==> config.mk <==
export PLATFORM = sky130hd
export DESIGN_NAME = nbit_seq_mult_bcd
export DESIGN_NICKNAME = d
export VERILOG_FILES = /design/src/rtl/nbit_mult_pkg.sv /design/src/rtl/bcd_to_seg7.sv /design/src/rtl/nbit_seq_mult_bcd.sv
export SDC_FILE = /design/constraint.sdc
export NUM_CORES = 1
export LEC_CHECK = 0
export ABC_CLOCK_PERIOD_IN_PS = 1800
export CAP_MARGIN = 20
export CORE_ASPECT_RATIO = 0.75
export CORE_MARGIN = 2
export CORE_UTILIZATION = 30
export DETAILED_ROUTE_END_ITERATION = 7
export HOLD_SLACK_MARGIN = 0.1
export PLACE_DENSITY = 0.47
export SYNTH_ARGS = -nofsm -noshare
export SYNTH_HDL_FRONTEND = slang
export SYNTH_SLANG_ARGS = --single-unit
==> constraint.sdc <==
create_clock -name clk -period 1.8 [get_ports clk]
set_input_delay 0.27 -clock clk [delete_from_list [all_inputs] [get_ports clk]]
set_output_delay 0.27 -clock clk [all_outputs]
set_load 0.02 [all_outputs]
==> src/rtl/nbit_mult_pkg.sv <==
// Shared types and constants for the sequential BCD multiplier.
// The seven-segment table is consumed only when SEG7_EN is defined.
package nbit_mult_pkg;

  typedef enum logic [1:0] {
    IDLE = 2'd0,
    MULT = 2'd1,
    CONV = 2'd2,
    DONE = 2'd3
  } state_e;

  // Decimal digits needed for a 2*w-bit value: ceil(2*w*log10(2)).
  function automatic int bcd_digits(input int w);
    return (2 * w * 301 + 999) / 1000;
  endfunction

  // Active-low segments, bit order gfedcba, indexed by digit 0-9.
  localparam logic [9:0][6:0] SEG7_LUT = {
    7'h10, 7'h00, 7'h78, 7'h02, 7'h12,
    7'h19, 7'h30, 7'h24, 7'h79, 7'h40
  };

  localparam logic [6:0] SEG7_BLANK = 7'h7f;

endpackage

==> src/rtl/bcd_to_seg7.sv <==
// Combinational BCD digit to active-low seven-segment decoder (gfedcba).
module bcd_to_seg7
  import nbit_mult_pkg::*;
(
  input  logic [3:0] bcd,
  output logic [6:0] seg
);

  always_comb begin
    seg = SEG7_BLANK;
    if (bcd < 4'd10) seg = SEG7_LUT[bcd];
  end

endmodule

==> src/rtl/nbit_seq_mult_bcd.sv <==
// Sequential shift-add multiplier followed by double-dabble BCD conversion.
// Optional per-digit seven-segment outputs are enabled by defining SEG7_EN.
module nbit_seq_mult_bcd
  import nbit_mult_pkg::*;
#(
  parameter  int WIDTH  = 4,
  localparam int DIGITS = bcd_digits(WIDTH)
) (
  input  logic                  clk,
  input  logic                  rst,
  input  logic                  start,
  input  logic [WIDTH-1:0]      q,
  input  logic [WIDTH-1:0]      m,
  output logic                  busy,
  output logic                  done,
`ifdef SEG7_EN
  output logic [7*DIGITS-1:0]   hex,
`endif
  output logic [2*WIDTH-1:0]    p,
  output logic [4*DIGITS-1:0]   bcd
);

  localparam int CW = $clog2(2 * WIDTH) + 1;

  state_e                state_q, state_d;
  logic [CW-1:0]         cnt_q, cnt_d;
  logic [2*WIDTH-1:0]    acc_q, acc_d, p_q, p_d, acc_rot;
  logic [WIDTH-1:0]      m_q, m_d;
  logic [4*DIGITS-1:0]   dd_q, dd_d, bcd_q, bcd_d, dd_adj, dd_shift;
  logic [WIDTH:0]        sum;
  logic                  mult_last, conv_last;

  assign mult_last = (cnt_q == CW'(WIDTH - 1));
  assign conv_last = (cnt_q == CW'(2 * WIDTH - 1));

  always_ff @(posedge clk) begin
    if (rst) begin
      state_q <= IDLE;
      cnt_q   <= '0;
      acc_q   <= '0;
      m_q     <= '0;
      dd_q    <= '0;
      p_q     <= '0;
      bcd_q   <= '0;
    end else begin
      state_q <= state_d;
      cnt_q   <= cnt_d;
      acc_q   <= acc_d;
      m_q     <= m_d;
      dd_q    <= dd_d;
      p_q     <= p_d;
      bcd_q   <= bcd_d;
    end
  end

  always_comb begin
    state_d = state_q;
    case (state_q)
      IDLE:    if (start) state_d = MULT;
      MULT:    if (mult_last) state_d = CONV;
      CONV:    if (conv_last) state_d = DONE;
      default: state_d = IDLE;
    endcase
  end

  always_comb begin
    busy = (state_q != IDLE);
    done = (state_q == DONE);
  end

  // acc holds {upper, lower}; lower starts as q and is consumed LSB first.
  // During CONV acc is rotated so it reads the product MSB first and returns
  // to the original product after exactly 2*WIDTH steps.
  always_comb begin
    sum      = {1'b0, acc_q[2*WIDTH-1:WIDTH]} + ({1'b0, m_q} & {(WIDTH+1){acc_q[0]}});
    acc_rot  = {acc_q[2*WIDTH-2:0], acc_q[2*WIDTH-1]};
    dd_adj   = dd_q;
    for (int i = 0; i < DIGITS; i++) begin
      if (dd_q[4*i +: 4] >= 4'd5) dd_adj[4*i +: 4] = dd_q[4*i +: 4] + 4'd3;
    end
    dd_shift = {dd_adj[4*DIGITS-2:0], acc_q[2*WIDTH-1]};

    cnt_d = cnt_q;
    acc_d = acc_q;
    m_d   = m_q;
    dd_d  = dd_q;
    p_d   = p_q;
    bcd_d = bcd_q;
    case (state_q)
      IDLE: begin
        if (start) begin
          acc_d = {{WIDTH{1'b0}}, q};
          m_d   = m;
          cnt_d = '0;
          dd_d  = '0;
        end
      end
      MULT: begin
        acc_d = {sum, acc_q[WIDTH-1:1]};
        cnt_d = mult_last ? '0 : cnt_q + 1'b1;
      end
      CONV: begin
        acc_d = acc_rot;
        dd_d  = dd_shift;
        cnt_d = conv_last ? '0 : cnt_q + 1'b1;
        if (conv_last) begin
          p_d   = acc_rot;
          bcd_d = dd_shift;
        end
      end
      default: ;
    endcase
  end

  assign p   = p_q;
  assign bcd = bcd_q;

`ifdef SEG7_EN
  for (genvar g = 0; g < DIGITS; g++) begin : g_seg
    bcd_to_seg7 u_seg (
      .bcd (bcd_q[4*g +: 4]),
      .seg (hex[7*g +: 7])
    );
  end
`endif

endmodule

==> impl_results.md, run 1 <==
- Slowest stage delay, CP: between 0.3 and 0.4 ns
- Pwr Total: about 3.2 mW
- Cell Count Post-Placement: roughly 450
- Final std cells w/o fill: approximately 460
- Tightest Hold Check Type: flip-flop to flip-flop
- Post-synthesis sequential area ratio: 39.5%
- Slew HR: between 70 and 80%
- CP Class: flip-flop to primary output
- Worst slew pin tran: between 0.4 and 0.5 ns
- Clock network latency to the later pin of the worst-skew pair: roughly 0.3 ns
- CP Max Fanout: 6
- Worst Hold End: m_q[3]$_SDFFE_PP0P_
- Post-synth top area cell: dfxtp_1
- Worst Reg-to-Reg Cells: 7
- Run status: finished clean
- Critical R2R Launch: m_q[0]$_SDFFE_PP0P_
- Pre-CTS WS: -0.219 ns
- Post-DP Area: approximately 3000 sq um
- Data required, critical path: 1.53 ns
- Fin Clk Skew: 0.00461 ns
- Vias in the first global route: around 2200
- Vias per cell: 4.95
- Htree depth: 2
- Lkg Pwr: between 1 and 1.5 nW
- Layout cells sized above 1: between 15 and 20%
- Number of max-cap violations: 0
- Gate Count Post-Synth: just over 300
- Antenna Nets Post-Route: 0
- Setup crit end kind: primary output
- Crit path buffers/inverters: 4
- Clk slew on worst S/H paths: 0.08 ns
- Cell row count: 28
- Synthesized flop and latch total: just under 50
- Synth warnings: 0
- Syn nets: ~330
- DRT iter0 DRCs: 132
- CP Launch Point: state_q[1]$_SDFFE_PP0P_
- Endpoints failing setup: 0
- Clock Sinks: approximately 50
- Hold Fails Final Rpt: 0
- Critical R2R Capture: acc_q[4]$_SDFFE_PP0P_
- RSZ-0062 raised after global routing: yes
- CTS tree: done
- FMAX: slightly below 0.6 GHz
- Root Driver: clkbuf_8
- Initial Util: roughly 31%
- Initial antenna violation count: 0
- Mean Syn Cell Area: around 8.2 sq um
- Nature of the critical path startpoint: flip-flop
- Ports: 33
- Routed len/inst: around 14 um
- Tcrit/Tclk final: 95.7%
- Global-route wire length before repair: 10700 um
- Placer congestion estimate: roughly 0.84
- Slew Limit Fails: 0
- Post-Route WL: around 6500 um
- CP most frequent cell: inv_1
- Peak supply drop: ~0.68 mV
- CP top delay family: buffers and inverters
- Post-DP HPWL: between 4000 and 5000 um
- CTS max path bufs: 2
- Final #Nets: about 380
- Antenna cells: 0
- Num CTS Buffers: 5
- CP Data Arrival Time: 1.45 ns
- First-pass DRT Iterations: 4
- Worst-path cell chain: inv_1, ha_4, buf_4, inv_1, dlygate4sd2_1
- PwrDens: between 1000 and 1500 nW/um^2
- Buffers on Ports: 32
- Synth area leaders: dfxtp_1 (39%), ha_1 (8.1%), a21oi_1 (7.5%)
- Hold path depth: 2
- Die W: about 110 um
- Min-delay src: m_q[3]$_SDFFE_PP0P_
- Synth cell types: 42
- Total track usage: 14.9%
- Die Area: roughly 9000 sq um
- Final setup margin: 0.0766 ns
- Slowest-stage cell, CP: dfxtp_1
- Largest net degree at the start of global routing: 27
- Area Growth Syn to Fin: 29.7%
- Hold buffer count at cts: 0
- Vias: about 2300
- Mapped cell area: ~2500 sq um
- Gr ovfl total: 0
- Final Core Density: roughly 41%
- Die H: roughly 83 um
- Design Area, Final: about 3200 sq um
- Residual DRC: 0
- Core area: a little under 8000 sq um
- Top cell type's share of synthesized area: 39.5%
- Min Tclk post-route: around 1.7 ns
- R2r setup slk: between 0.07 and 0.08 ns
Yosys cell counts:
cell type and instances:
and3_1 1, buf_1 1, a21boi_1 1, inv_1 12, nor4b_1 3, nand2b_1 3
nand4_1 2, or4b_1 1, a31oi_1 1, buf_2 10, a21oi_1 37, and2_1 7
nor2b_1 4, mux2i_1 1, buf_6 1, a21o_1 1, a211o_1 1, mux2_2 2
dfxtp_1 49, nand4b_1 1, nand2_1 34, or3_1 1, clkbuf_1 7, a22o_1 1
a211oi_1 3, or2_1 1, o21ai_0 21, nor3b_1 6, ha_1 16, fa_1 1
nor3_4 1, nor3_1 10, xnor2_1 3, buf_4 1, o211ai_1 5, a2111oi_0 4
nor2_1 18, a22oi_1 7, nor4_1 1, nand3_1 22, o41ai_1 1, xor2_1 1
area by class of cell:
class | count | area, sq um
clock buffers | 5 | 68.8
clock inverters | 1 | 5.00
fillers | 838 | 4730
inverters | 12 | 45.0
multi-input cells | 223 | 1430
flip-flops and latches | 49 | 983
well taps | 105 | 131
repair buffers | 63 | 563
worst max-delay path by stage:
stage                                        to  slack, ns  cells past startpoint
final                                      busy       0.08                      5
after global routing      acc_q[4]$_SDFFE_PP0P_      -0.03                      7
after CTS                 acc_q[5]$_SDFFE_PP0P_      0.008                      7
after detailed placement  acc_q[6]$_SDFFE_PP0P_      -0.22                      5
after global placement    cnt_q[2]$_SDFFE_PP0P_      -0.20                      5
after floorplan           acc_q[6]$_SDFFE_PP0P_       0.08                      7
per-layer routing:
layer | share of wire, % | global-route usage (%)
met3 | 4.4 | 3.14
met1 | 56 | 23.3
met2 | 39 | 20.3
met5 | 0 | 0
met4 | 0.62 | 3.50
worst min-delay path, stage by stage (launching register included):
cell and delay [ns]:
dfxtp_1 0.32, nand2_1 0.05, a21oi_1 0.05
cells in the final DEF, fill, tap and decap left out, drive strengths merged, types with 2 or more instances in the layout:
master	instances
o21ai	21
mux2	2
clkdlybuf4s50	30
clkbuf	5
dlygate4sd2	2
inv	12
nand2b	3
o211ai	5
a21oi	37
nand2	34
xnor2	3
nor2b	4
and2	7
dfxtp	49
buf	31
nand3	22
nor3	11
nor4b	3
a211oi	3
ha	16
a2111oi	4
a22oi	7
nor2	18
nand4	2
nor3b	6
stage by stage:
| stage | hold WS, ns | setup TNS [ns] |
|---|---|---|
| 2_1_floorplan | 0.417 | 0 |
| 6_report | 0.456 | 0 |
| 5_1_grt | 0.475 | -0.0410 |
| 3_5_place_dp | 0.448 | -2.87 |
| 3_3_place_gp | 0.446 | -2.20 |
| 4_1_cts | 0.461 | 0 |
timing repair:
item / in CTS / in global routing
pin swaps: 0 / 8
gates resized for setup: 3 / 18
gates cloned: 0 / 0
hold endpoints to repair: 0 / 0
buffers inserted: 0 / 1
endpoints found under the setup margin: 5 / 21
registers in the layout (all words and copies together) (netlist names):
register  count
state_q       2
p             8
dd_q         12
m_q           4
cnt_q         4
bcd          11
acc_q         8
kinds of logic after synthesis:
group	share of synthesized area, %
AOI/OAI and AO/OA	19.5
xor gates and xnor gates	1.41
adders and majority gates	8.86
DFF	39.5
muxes	1.31
buffers and inverters	5.79
and+or+nand+nor	23.6
where the power goes:
part | internal (mW) | switching [mW] | total, mW
registers | 1.17 | 0.0664 | 1.23
clock network | 0.257 | 0.365 | 0.622
logic | 0.611 | 0.770 | 1.38
Note: power is estimated with default switching activity, not from simulation.
==> run 2, diff against run 1 <==
- CAP_MARGIN: 20 -> not set
==> results of run 2 <==
The final DEF is identical to that of run 1; final timing and power are the same.
